**src/rtl/uart_pkg.sv**
```systemverilog
// Shared UART definitions used by both the transmit and receive sides.
//   FRAME_BITS : serial frame length in bit periods (start + 8 data + stop)
//   tx_state_e : transmitter FSM states
//   calc_div   : bit period in system clocks, integer-truncated
package uart_pkg;

   localparam int unsigned FRAME_BITS = 10;

   typedef enum logic [0:0] {
      StIdle,
      StShift
   } tx_state_e;

   function automatic int unsigned calc_div(input int unsigned freq_mhz,
                                            input int unsigned bauds);
      return (freq_mhz * 1000000) / bauds;
   endfunction

endpackage

```
**src/rtl/uart_fifo.sv**
```systemverilog
// Circular byte FIFO with first-word fall-through read data.
// Ports:
//   clk, rst      : clock, asynchronous active-high reset
//   push, din     : write strobe and byte; ignored while full (even if popping)
//   pop, dout     : read strobe and head byte; ignored while empty
//   level         : occupancy, 0 .. 2**DEPTH_LOG2
//   full, empty   : occupancy flags
// Storage is deliberately not reset; only pointers and occupancy are.
module uart_fifo #(
   parameter int unsigned DEPTH_LOG2 = 3
) (
   input  logic                  clk,
   input  logic                  rst,
   input  logic                  push,
   input  logic [7:0]            din,
   input  logic                  pop,
   output logic [7:0]            dout,
   output logic [DEPTH_LOG2:0]   level,
   output logic                  full,
   output logic                  empty
);

   localparam logic [DEPTH_LOG2:0] Depth = {1'b1, {DEPTH_LOG2{1'b0}}};

   logic [7:0]            mem [2**DEPTH_LOG2];
   logic [DEPTH_LOG2-1:0] wr_ptr_q;
   logic [DEPTH_LOG2-1:0] rd_ptr_q;
   logic [DEPTH_LOG2:0]   level_q;
   logic                  push_ok;
   logic                  pop_ok;

   assign full    = (level_q == Depth);
   assign empty   = (level_q == '0);
   // Fullness is judged before any same-cycle pop.
   assign push_ok = push && !full;
   assign pop_ok  = pop && !empty;
   assign dout    = mem[rd_ptr_q];
   assign level   = level_q;

   always_ff @(posedge clk) begin
      if (push_ok) begin
         mem[wr_ptr_q] <= din;
      end
   end

   always_ff @(posedge clk or posedge rst) begin
      if (rst) begin
         wr_ptr_q <= '0;
         rd_ptr_q <= '0;
         level_q  <= '0;
      end else begin
         if (push_ok) begin
            wr_ptr_q <= wr_ptr_q + 1'b1;
         end
         if (pop_ok) begin
            rd_ptr_q <= rd_ptr_q + 1'b1;
         end
         if (push_ok && !pop_ok) begin
            level_q <= level_q + 1'b1;
         end else if (!push_ok && pop_ok) begin
            level_q <= level_q - 1'b1;
         end
      end
   end

endmodule

```
**src/rtl/uart_tx_fifo.sv**
```systemverilog
// FIFO-buffered 8N1 UART transmitter, LSB first, idle-high line.
// Ports:
//   clk     : system clock, FREQ_MHZ MHz
//   resetq  : asynchronous active-high reset
//   wr      : push tx_data this cycle (dropped while busy)
//   tx_data : byte to queue
//   cts_n   : active-low clear-to-send (only when UART_TX_CTS_EN is defined)
//   tx      : registered serial output
//   busy    : FIFO full
//   idle    : FIFO empty and no frame in progress
//   level   : FIFO occupancy
// Build option: define UART_TX_CTS_EN to add cts_n flow control; a frame
// starts only while the synchronised cts_n is low, and always completes.
module uart_tx_fifo
   import uart_pkg::*;
#(
   parameter int unsigned FREQ_MHZ   = 12,
   parameter int unsigned BAUDS      = 115200,
   parameter int unsigned DEPTH_LOG2 = 3
) (
   input  logic                  clk,
   input  logic                  resetq,
   input  logic                  wr,
   input  logic [7:0]            tx_data,
`ifdef UART_TX_CTS_EN
   input  logic                  cts_n,
`endif
   output logic                  tx,
   output logic                  busy,
   output logic                  idle,
   output logic [DEPTH_LOG2:0]   level
);

   localparam int unsigned     DIV       = calc_div(FREQ_MHZ, BAUDS);
   localparam int unsigned     CNT_W     = (DIV > 1) ? $clog2(DIV) : 1;
   localparam logic [CNT_W-1:0] BAUD_LAST = CNT_W'(DIV - 1);
   localparam logic [3:0]      BIT_LAST  = 4'(FRAME_BITS - 1);

   tx_state_e        state_q;
   logic [9:0]       shift_q;
   logic [CNT_W-1:0] baud_q;
   logic [3:0]       bit_q;
   logic             tx_q;

   logic             fifo_pop;
   logic             fifo_empty;
   logic             fifo_full;
   logic [7:0]       fifo_dout;
   logic             cts_ok;
   logic             frame_end;

`ifdef UART_TX_CTS_EN
   logic cts_meta_q;
   logic cts_sync_q;

   // Reset to "not clear" so nothing starts before cts_n has been sampled.
   always_ff @(posedge clk or posedge resetq) begin
      if (resetq) begin
         cts_meta_q <= 1'b1;
         cts_sync_q <= 1'b1;
      end else begin
         cts_meta_q <= cts_n;
         cts_sync_q <= cts_meta_q;
      end
   end

   assign cts_ok = !cts_sync_q;
`else
   assign cts_ok = 1'b1;
`endif

   uart_fifo #(
      .DEPTH_LOG2 (DEPTH_LOG2)
   ) u_fifo (
      .clk   (clk),
      .rst   (resetq),
      .push  (wr),
      .din   (tx_data),
      .pop   (fifo_pop),
      .dout  (fifo_dout),
      .level (level),
      .full  (fifo_full),
      .empty (fifo_empty)
   );

   assign frame_end = (state_q == StShift) && (bit_q == BIT_LAST) && (baud_q == BAUD_LAST);
   // A new frame may start from idle or directly at the end of a stop bit.
   assign fifo_pop  = !fifo_empty && cts_ok && ((state_q == StIdle) || frame_end);

   always_ff @(posedge clk or posedge resetq) begin
      if (resetq) begin
         state_q <= StIdle;
         shift_q <= '1;
         baud_q  <= '0;
         bit_q   <= '0;
         tx_q    <= 1'b1;
      end else begin
         tx_q <= shift_q[0];
         if (fifo_pop) begin
            shift_q <= {1'b1, fifo_dout, 1'b0};
            baud_q  <= '0;
            bit_q   <= '0;
            state_q <= StShift;
         end else if (state_q == StShift) begin
            if (baud_q == BAUD_LAST) begin
               baud_q  <= '0;
               // Shift in ones so the line rests high after the stop bit.
               shift_q <= {1'b1, shift_q[9:1]};
               if (bit_q == BIT_LAST) begin
                  bit_q   <= '0;
                  state_q <= StIdle;
               end else begin
                  bit_q <= bit_q + 4'd1;
               end
            end else begin
               baud_q <= baud_q + 1'b1;
            end
         end
      end
   end

   assign tx   = tx_q;
   assign busy = fifo_full;
   assign idle = (state_q == StIdle) && fifo_empty;

endmodule

```
**config.mk**
```make
export PLATFORM = sky130hd
export DESIGN_NAME = uart_tx_fifo
export DESIGN_NICKNAME = d
export VERILOG_FILES = /design/src/rtl/uart_pkg.sv /design/src/rtl/uart_fifo.sv /design/src/rtl/uart_tx_fifo.sv
export SDC_FILE = /design/constraint.sdc
export NUM_CORES = 1
export LEC_CHECK = 0
export ABC_AREA = 1
export CAP_MARGIN = 20
export CORE_UTILIZATION = 65
export DETAILED_ROUTE_END_ITERATION = 16
export PLACE_DENSITY = 0.84
export SETUP_SLACK_MARGIN = 0.3
export SLEW_MARGIN = 10
export SYNTH_ARGS = -nofsm -noshare
export SYNTH_HDL_FRONTEND = slang
export SYNTH_SLANG_ARGS = --single-unit
```
**constraint.sdc**
```tcl
create_clock -name clk -period 7.28 [get_ports clk]
set_input_delay 2.184 -clock clk [delete_from_list [all_inputs] [get_ports clk]]
set_output_delay 2.184 -clock clk [all_outputs]
set_load 0.01 [all_outputs]
```
After elaboration in Yosys (flattened, before gate mapping)
Memories as Yosys holds them, arrays and structs flattened.
Cells that the tools add are included.
{"block": "classes", "n_eq_ne": 3, "n_reduce_logical": 18, "add_sub_neg": 6, "bitwise_logic": 1, "muxes": 18}
{"cell": "2-to-1 mux 10 bit", "count": 3}
{"cell": "2-to-1 mux 4 bit", "count": 6}
{"cell": "2-to-1 mux 7 bit", "count": 3}
{"cell": "adder 4 x 1 -> 4 bit (second input constant)", "count": 2}
{"cell": "== test 4 bit (second input constant)", "count": 2}
{"cell": "logical AND 1 bit", "count": 8}
{"cell": "adder 7 x 1 -> 7 bit (second input constant)", "count": 1}
{"cell": "== test 7 bit (second input constant)", "count": 1}
{"cell": "adder 3 x 1 -> 3 bit (second input constant)", "count": 2}
{"cell": "2-to-1 mux 1 bit", "count": 6}
{"cell": "nonzero test 2 bit", "count": 3}
{"cell": "logical NOT 1 bit", "count": 4}
{"cell": "logical NOT 4 bit", "count": 1}
{"cell": "subtractor 4 x 1 -> 4 bit (second input constant)", "count": 1}
{"cell": "AND reduction 2 bit", "count": 1}
{"cell": "logical OR 1 bit", "count": 1}
{"cell": "inverter 1 bit", "count": 1}
{"block": "totals", "ramBits": 64, "ff_bits": 33, "memories": 1, "out_inout_bits": 7, "word_cells": 55}
{"name": "u_fifo.mem", "depth": 8, "width": 8, "read_ports": 1, "rd_clocked_by_memory_dff": 0, "wr": 1, "line": "uart_fifo.sv:25", "source": "logic [7:0] mem [2**DEPTH_LOG2];"}

Logic depth before layout (Yosys ltp)
Gate-level depths: netlist (run 1).
{"block": "depth", "word_depth": 9, "mapped_depth": 16, "depth_no_buf": 15}

By module
A second synthesis (run 1) with hierarchy kept.
{"block": "unflattened", "hier_cells": 439, "hier_area_um2": 4385.5}
{"module": "uart_fifo", "n_inst": 1, "cells_per_inst": 297, "area_each_um2": 3189.3}
{"module": "uart_tx_fifo", "n_inst": 1, "cells_per_inst": 142, "area_each_um2": 1196.1}

Least setup slack after synthesis (run 1)
OpenSTA, ideal clock, no wires.
{"block": "synth_path", "kind": "input -> register", "start": "input port wr", "end": "register u_fifo.level_q[3], in the netlist u_fifo.level[3]", "arrival_time_ps": 3418, "path_stages": 10, "required_ps": 7149, "path_buffers": 0, "slack_ps": 3731, "path_cell_list": "nand2_1 > inv_1 > ha_1 > inv_1 > ha_1 > a21oi_1 > nand2_1 > a21oi_1 > o21ai_0 > xor2_1"}
{"block": "synth_via", "elab_chain_len": 4}
{"item": "start, declared", "line": "uart_tx_fifo.sv:23", "source": "input logic wr,"}
{"item": "logical AND 1 bit (*)", "line": "uart_fifo.sv:35", "source": "assign push_ok = push && !full;"}
{"item": "net u_fifo.push_ok", "line": "uart_fifo.sv:29", "source": "logic push_ok;"}
{"item": "logical NOT 1 bit", "line": "uart_fifo.sv:60", "source": "end else if (!push_ok && pop_ok) begin"}
{"item": "logical AND 1 bit", "line": "uart_fifo.sv:60"}
{"item": "nonzero test 2 bit (no line)"}
{"item": "end signal, assigned", "line": "uart_fifo.sv:59", "source": "level_q <= level_q + 1'b1;"}
{"item": "end signal, assigned", "line": "uart_fifo.sv:61", "source": "level_q <= level_q - 1'b1;"}
{"item": "end, declared", "line": "uart_fifo.sv:28", "source": "logic [DEPTH_LOG2:0] level_q;"}
Mark *: on every way through the listed nets, which the timed path passes. The rest lies on a longest branch.
A chain may end at the register's enable or synchronous reset.

Worst setup path after layout (run 1)
{"block": "layout_path", "start": "register u_fifo.level_q[0], in the netlist u_fifo.level[0]", "end": "output port idle"}
{"block": "layout_via", "elab_chain_len": 2}
{"item": "logical NOT 4 bit", "line": "uart_fifo.sv:33", "source": "assign empty = (level_q == '0);"}
{"item": "logical AND 1 bit", "line": "uart_tx_fifo.sv:124", "source": "assign idle = (state_q == StIdle) && fifo_empty;"}
{"item": "end, declared", "line": "uart_tx_fifo.sv:30", "source": "output logic idle,"}
No other way between the ends.

==> results.json, run 1 <==
{
  "syn_to_final_growth_pct": 8.80,
  "antenna_found_initial": 0,
  "cts.repair.resized": 0,
  "yosysWarnings": 0,
  "ys_ff_latch": 96,
  "cts_max_path_buffers": 2,
  "timing.final.max_slew_violations": 0,
  "setup_violations": 0,
  "fin_cells": 590,
  "clkLatencyLatePin_ns": 0.36,
  "syn_avg_cell_area_um2": 9.68,
  "syn_nets": 493,
  "wl_per_cell_um": 14.9,
  "relSlewSlack": 0.536,
  "crit_fanout": 7,
  "routed-wl-met3_um": 533,
  "portBuffers": 17,
  "grt_pass1_wl_um": 14000,
  "worstPathRequired_ns": 5.10,
  "dr.pass1.iters": 5,
  "cts_root_buf": "clkbuf_8",
  "die_height_um": 85.9,
  "drive_gt1_frac": 0.123,
  "tritoncts": "done",
  "skew_ns": 0.0110,
  "gp_congestion": 0.865,
  "first_iter_violations": 237,
  "io_pins": 18,
  "grt_overflow": 0,
  "h-tree-depth": 3,
  "fp.coreArea_um2": 6790,
  "worst_hold_path_type": "flop to flop",
  "dp_hpwl_um": 6130,
  "seq_area_frac_synth": 0.597,
  "rows": 30,
  "critPathTopFamily": "simple AND/OR/NAND/NOR gates",
  "synth_top_area_cell": "edfxtp_1",
  "via_count": 3106,
  "path_class": "flop to output pin",
  "viasPerCell": 5.26,
  "fmax_mhz": 231,
  "critical_path.cell_chain": "nor2_4 -> nand3_2 -> nor2_1 -> clkdlybuf4s50_1",
  "die-area_um2": 7380,
  "dp_cells": 574,
  "ant_nets": 0,
  "period_minus_slack_ns": 4.32,
  "cts_buffers": 9,
  "synth_area_leaders": "edfxtp_1 (42%), dfrtp_1 (12%), nand2_1 (11%), inv_1 (6.4%), dfstp_2 (5.7%)",
  "wirelength_um": 8790,
  "cp_slowest_stage_delay_ns": 0.61,
  "hold_viol": 0,
  "setup_tns_ns": 0,
  "drc": 0,
  "status": "completed",
  "grt_setup_unrepaired": "false",
  "die_w_um": 85.9,
  "holdBufCountCts": 0,
  "peakVddDrop_mv": 0.183,
  "synthDominantCellAreaShare": 0.420,
  "p_leak_nw": 2.24,
  "min_period_over_period": 0.594,
  "highest_layer": "met4",
  "grt_start_max_net_pins": 36,
  "cts_setup_buffers": 0,
  "max_cap_violations": 0,
  "path_buf_inv": 1,
  "worst_slack_ns": 2.96,
  "synth_area_um2": 4580,
  "synth_cells": 473,
  "track_usage": 0.257,
  "start_util": 0.674,
  "diodes": 0,
  "place_ws_ns": 3.09,
  "worstMarginPinSlew_ns": 0.697,
  "power_density_nw_per_um2": 255,
  "crit_arrival_ns": 2.14,
  "start_kind": "flop",
  "clk_pin_slew_ns": 0.10,
  "crit_path_top_delay_cell": "clkdlybuf4s50_1",
  "end_kind": "output pin",
  "clkSinkCount": 96,
  "route.layer.met1.wl_um": 3680,
  "dr_wl_met2_um": 4360,
  "grt_pass1_vias": 2973,
  "layout.nets": 509,
  "ys_types": 34
}
==> cell type report <==
type	count	area (µm²)
inverter	84	320
timing repair buffer	19	185
multi-input combinational	279	1430
clock buffer	11	131
fill	472	1810
sequential	96	2740
tap	96	120
clock inverter	5	62.6
==> cell usage in the layout (no fill, tap or decap), types with 9 or more instances in the layout <==
cell type,n
dfrtp_1,22
clkbuf_8,9
inv_1,78
nand2_1,132
nand3_1,37
nand2_2,11
clkdlybuf4s50_1,17
dfstp_2,10
edfxtp_1,64
nor2_1,37
o21ai_0,9
==> flip-flops by register name (all words and copies together) (netlist names), 3 cells and up <==
signal           flops
shift_q              9
u_fifo.rd_ptr_q      3
u_fifo.wr_ptr_q      3
baud_q               7
u_fifo.mem          64
bit_q                4
u_fifo.level         4
==> kinds of logic (layout without fill, tap and decap cells) <==
family	after synthesis	after routing	synth area share
compound gates	33	33	0.0475
simple gates	228	228	0.220
mux	1	1	0.00246
xor+xnor	8	8	0.0153
flops	96	96	0.597
fa+ha+maj	9	9	0.0262
buf+inv	98	119	0.0910
==> metrics by stage <==
| stage | power (W) | hold slack (ns) | cell area, µm² | utilization |
|---|---|---|---|---|
| 3_5_place_dp | 0.000937 | 0.362 | 4790 | 0.705 |
| 2_1_floorplan | 0.000846 | 0.354 | 4580 | - |
| 5_1_grt | 0.00133 | 0.379 | 4980 | 0.733 |
| 3_3_place_gp | 0.000922 | 0.356 | 4790 | 0.705 |
| 6_report | 0.00127 | 0.375 | 4980 | 0.733 |
| 4_1_cts | 0.00128 | 0.376 | 4980 | 0.733 |
==> cell usage after synthesis <==
| cell type | instances |
|---|---|
| dfrtp_1 | 22 |
| xor2_1 | 5 |
| buf_6 | 2 |
| nand2_2 | 11 |
| o211ai_1 | 1 |
| nor2_1 | 37 |
| a21oi_1 | 7 |
| nand3_1 | 37 |
| buf_12 | 1 |
| o21bai_2 | 7 |
| buf_2 | 10 |
| clkbuf_1 | 1 |
| nand4_4 | 1 |
| nor2_4 | 2 |
| xnor2_1 | 3 |
| inv_2 | 4 |
| edfxtp_1 | 64 |
| o21a_1 | 1 |
| o21ai_2 | 1 |
| nand2_1 | 132 |
| nor3_2 | 1 |
| inv_6 | 1 |
| and3_1 | 1 |
| ha_1 | 8 |
| or2_2 | 1 |
| o21ai_0 | 9 |
| dfstp_2 | 10 |
| o21ai_1 | 7 |
| nand2_4 | 3 |
| nand3_2 | 2 |
| fa_1 | 1 |
| inv_1 | 78 |
| mux2_2 | 1 |
| clkinv_1 | 1 |
==> report_power, final <==
group | internal (W) | switching, W | total, W
combinational | 0.0000846 | 0.000142 | 0.000226
clock | 0.000162 | 0.000186 | 0.000348
sequential | 0.000660 | 0.0000382 | 0.000698
==> layer usage <==
metal,up-vias,global-route usage
li1,1516,-
met1,1455,0.335
met2,114,0.416
met3,21,0.0452
met4,0,0.132
met5,-,0
==> worst paths after layout <==
| path | slack (ns) | cells past startpoint | end | startpoint |
|---|---|---|---|---|
| max | 2.96 | 4 | idle | u_fifo.level[0] |
| min | 0.37 | 0 | tx | shift_q[0] |
| max reg2reg | 4.64 | 14 | u_fifo.level[3] | baud_q[0] |
| min reg2reg | 0.37 | 0 | tx | shift_q[0] |
| max in group asynchronous | 4.72 | 3 | shift_q[8] | resetq |
| min in group asynchronous | 2.22 | 3 | u_fifo.level[0] | resetq |
(Power assumes the default switching activity.)
==> inputs of run 2 (changes only) <==
CORE_UTILIZATION = 60   (was 65)
PLACE_DENSITY = 0.79   (was 0.84)
clock period = 4.1 ns   (was 7.28 ns; I/O delays follow)
==> results.json, run 2 (synthesized netlist as in run 1, its figures left out) <==
{
  "layout.nets": 510,
  "utilization": 0.683,
  "end_kind": "output pin",
  "setup_violations": 0,
  "io_pins": 18,
  "holdBufCountCts": 0,
  "hold_path_depth": 0,
  "hold_viol": 0,
  "p_leak_nw": 2.25,
  "regMostFlops": "u_fifo.mem",
  "first_iter_violations": 192,
  "clkSinkCount": 96,
  "rows": 31,
  "worstPathRequired_ns": 2.87,
  "max_cap_violations": 0,
  "drc": 0,
  "dr.pass1.iters": 4,
  "r2r_setup_slack_ns": 1.49,
  "die-area_um2": 7990,
  "grt_setup_unrepaired": "false",
  "reg2reg_depth": 14,
  "clkLatencyLatePin_ns": 0.36,
  "gp_congestion": 0.840,
  "relSlewSlack": 0.562,
  "startpoint": "u_fifo.level[0]",
  "cts_max_path_buffers": 2,
  "syn_to_final_growth_pct": 9.37,
  "grt_pass1_wl_um": 13200,
  "status": "completed",
  "clk_pin_slew_ns": 0.09,
  "worstHoldStart": "shift_q[0]",
  "peakVddDrop_mv": 0.272,
  "largest_reg_flops": 64,
  "die_height_um": 89.4,
  "r2r_start": "baud_q[0]",
  "start_util": 0.625,
  "worstMarginPinSlew_ns": 0.657,
  "tritoncts": "done",
  "setup_tns_ns": 0,
  "portBuffers": 17,
  "final_cell_mix": "nand2_1 (132), inv_1 (78), edfxtp_1 (64)",
  "die_w_um": 89.4,
  "crit_fanout": 7,
  "diodes": 0,
  "min_period_over_period": 0.821,
  "fp.coreArea_um2": 7330,
  "grt_pass1_vias": 2748,
  "cts_buffers": 9,
  "viasPerCell": 5.12,
  "track_usage": 0.236,
  "wirelength_um": 8630,
  "cts_setup_buffers": 0,
  "wl_per_cell_um": 14.5,
  "top_regs": "u_fifo.mem: 64 flops, shift_q: 9 flops, baud_q: 7 flops",
  "drive_gt1_frac": 0.123,
  "grt_overflow": 0,
  "fmax_mhz": 297,
  "skew_ns": 0.00946,
  "start_kind": "flop",
  "timing.final.max_slew_violations": 0,
  "worst_hold_path_type": "flop to flop",
  "total_power_w": 0.00225,
  "h-tree-depth": 3,
  "power_density_nw_per_um2": 449,
  "via_count": 3042,
  "ant_nets": 0,
  "hold_path_end": "tx",
  "cts_root_buf": "clkbuf_8",
  "antenna_found_initial": 0,
  "reg2reg_to": "u_fifo.level[3]",
  "layout_commonest_cell": "nand2_1",
  "dp_hpwl_um": 5950,
  "dpl-instance-area_um2": 4790,
  "period_minus_slack_ns": 3.36,
  "design_area_um2": 5010,
  "path_class": "flop to output pin",
  "crit_arrival_ns": 2.13,
  "grt_start_max_net_pins": 36,
  "cts.repair.resized": 0
}
## run 2: cell types whose count changed in the layout (fill, tap and decap cells not counted)
cell,change
clkinv_1,+1
inv_6,-2
clkinv_4,+1
buf_16,+1
## run 2: critical path, stage by stage (launching register included)
cell and delay [ns]:
dfrtp_1 0.49, nor2_4 0.20, nand3_2 0.13, nor2_1 0.35, clkdlybuf4s50_1 0.61
## run 2: how the worst max path moves through the flow
stage	slack (ns)	depth (start not counted)	to
global route	0.60	4	idle
detailed placement	0.90	11	u_fifo.level[3]
floorplan	1.50	10	u_fifo.level[3]
CTS	0.74	4	idle
finish	0.74	4	idle
global placement	0.93	11	u_fifo.level[3]
## run 2: report_power, final
part / total (W) / internal (W) / leakage, nW / switching, W
Sequential: 0.00124 / 0.00117 / 0.958 / 0.0000676
Clock: 0.000599 / 0.000281 / 0.0872 / 0.000317
Combinational: 0.000410 / 0.000154 / 1.21 / 0.000256
Total: 0.00225 / 0.00161 / 2.25 / 0.000641
## run 2: metrics by stage
stage | hold slack (ns) | setup slack (ns) | instances
finish | 0.370 | 0.736 | 594
CTS | 0.375 | 0.739 | 593
global route | 0.378 | 0.595 | 594
floorplan | 0.354 | 1.50 | 473
global placement | 0.357 | 0.927 | 577
detailed placement | 0.362 | 0.896 | 577
## run 2: per-layer routing
metal | track usage | routed length, µm
met5 | 0 | 0
met4 | 0.0996 | 182
met3 | 0.0517 | 485
met2 | 0.381 | 4300
met1 | 0.311 | 3660
## run 2: layout make-up
| type | count | area, µm² |
|---|---|---|
| fill | 555 | 2320 |
| multi-input combinational | 279 | 1430 |
| clock buffer | 11 | 131 |
| clock inverter | 5 | 57.6 |
| inverter | 84 | 320 |
| tap | 99 | 124 |
| sequential | 96 | 2740 |
| timing repair buffer | 20 | 213 |
==> inputs of run 3 (changes only) <==
clock period = 3.45 ns   (was 4.1 ns; I/O delays follow)
==> results.json, run 3 (synthesized netlist as in run 1, its figures left out) <==
{
  "status": "completed",
  "power_density_nw_per_um2": 535,
  "setup_tns_ns": 0,
  "start_util": 0.625,
  "syn_to_final_growth_pct": 9.15,
  "worst_hold_path_type": "flop to flop",
  "pwr-share-clk": 0.273,
  "regMostFlops": "u_fifo.mem",
  "cts_buffers": 9,
  "layout_commonest_cell": "nand2_1",
  "switching_share": 0.290,
  "clk_pin_slew_ns": 0.09,
  "drc": 0,
  "crit_arrival_ns": 1.92,
  "die_height_um": 89.4,
  "start_kind": "flop",
  "comb_power_share": 0.178,
  "grt_overflow": 0,
  "track_usage": 0.243,
  "diodes": 0,
  "gp_congestion": 0.832,
  "clkSinkCount": 96,
  "top_regs": "u_fifo.mem: 64 flops, shift_q: 9 flops, baud_q: 7 flops",
  "worstPathRequired_ns": 2.41,
  "fp.coreArea_um2": 7330,
  "io_pins": 18,
  "dp_hpwl_um": 5770,
  "layout.nets": 509,
  "wl_per_cell_um": 14.5,
  "worst_slack_ns": 0.495,
  "cts_setup_buffers": 0,
  "cts_root_buf": "clkbuf_8",
  "crit_fanout": 7,
  "path_class": "flop to output pin",
  "cts_max_path_buffers": 2,
  "holdBufCountCts": 0,
  "first_iter_violations": 191,
  "p_sw_w": 0.000777,
  "p_leak_nw": 2.26,
  "hold_viol": 0,
  "end_kind": "output pin",
  "grt_use_met2": 0.394,
  "timing.final.max_slew_violations": 0,
  "dr.pass1.iters": 4,
  "fmax_mhz": 338,
  "ant_nets": 0,
  "h-tree-depth": 3,
  "grt-busiest-layer": "met2",
  "period_minus_slack_ns": 2.95,
  "largest_reg_flops": 64,
  "rows": 31,
  "min_period_over_period": 0.856,
  "grt_pass1_vias": 2834,
  "peakVddDrop_mv": 0.299,
  "antenna_found_initial": 0,
  "relSlewSlack": 0.543,
  "viasPerCell": 5.14,
  "via_count": 3049,
  "skew_ns": 0.00694,
  "final_cell_mix": "nand2_1 (132), inv_1 (78), edfxtp_1 (64)",
  "use_met3": 0.0369,
  "hold_slack_ns": 0.373,
  "place_ws_ns": 0.467,
  "drive_gt1_frac": 0.130,
  "wirelength_um": 8620,
  "die-area_um2": 7990,
  "die_w_um": 89.4,
  "cts.repair.resized": 1,
  "p_int_w": 0.00190,
  "setup_violations": 0,
  "grt_start_max_net_pins": 36,
  "grtUsageMet1": 0.329,
  "r2r_setup_slack_ns": 0.84,
  "worstMarginPinSlew_ns": 0.685,
  "clkLatencyLatePin_ns": 0.37,
  "tritoncts": "done",
  "max_cap_violations": 0,
  "grt_setup_unrepaired": "false",
  "grt_pass1_wl_um": 13800,
  "power_frac_seq": 0.549,
  "portBuffers": 17
}
run 3: power by group through the flow:
| stage | combinational [W] | sequential (W) | clock [W] |
|---|---|---|---|
| final | 0.000476 | 0.00147 | 0.000731 |
| after global routing | 0.000539 | 0.00148 | 0.000783 |
| after CTS | 0.000476 | 0.00147 | 0.000735 |
| after detailed placement | 0.000472 | 0.00149 | 0 |
| after global placement | 0.000456 | 0.00149 | 0 |
| after floorplan | 0.000297 | 0.00149 | 0 |
run 3: layer usage:
layer	part of all wire	wire [µm]
met1	0.44	3780
met2	0.49	4230
met3	0.050	432
met4	0.020	176
met5	0	0
run 3: path summary, 6_finish.rpt:
check	depth (start not counted)	startpoint	to
worst min register to register	0	shift_q[0]	tx
worst max-delay path	4	u_fifo.level[0]	idle
worst max register to register	14	baud_q[0]	u_fifo.level[3]
worst min-delay path	0	shift_q[0]	tx
max in group asynchronous	3	resetq	shift_q[2]
min in group asynchronous	3	resetq	u_fifo.level[1]
run 3: critical path: stages, from the launching register on:
cell             delay (ns)
dfrtp_1                0.48
nor2_4                 0.19
nand3_2                0.15
nor2_4                 0.18
clkdlybuf4s50_1        0.56
run 3: cell type report:
| class | count | area, µm² |
|---|---|---|
| Timing Repair Buffer | 19 | 185 |
| Inverter | 84 | 320 |
| Clock buffer | 11 | 163 |
| Fill cell | 537 | 2330 |
| Sequential cell | 96 | 2740 |
| Multi-Input combinational cell | 279 | 1440 |
| Tap cell | 99 | 124 |
| Clock inverter | 5 | 36.3 |
run 3: metrics by stage:
| stage | area [µm²] | total power [W] | instances | util |
|---|---|---|---|---|
| final | 5000 | 0.00268 | 593 | 0.682 |
| after global routing | 5000 | 0.00281 | 593 | 0.682 |
| after CTS | 4990 | 0.00268 | 593 | 0.681 |
| after detailed placement | 4790 | 0.00196 | 577 | 0.654 |
| after global placement | 4790 | 0.00194 | 577 | 0.654 |
| after floorplan | 4580 | 0.00178 | 473 | - |
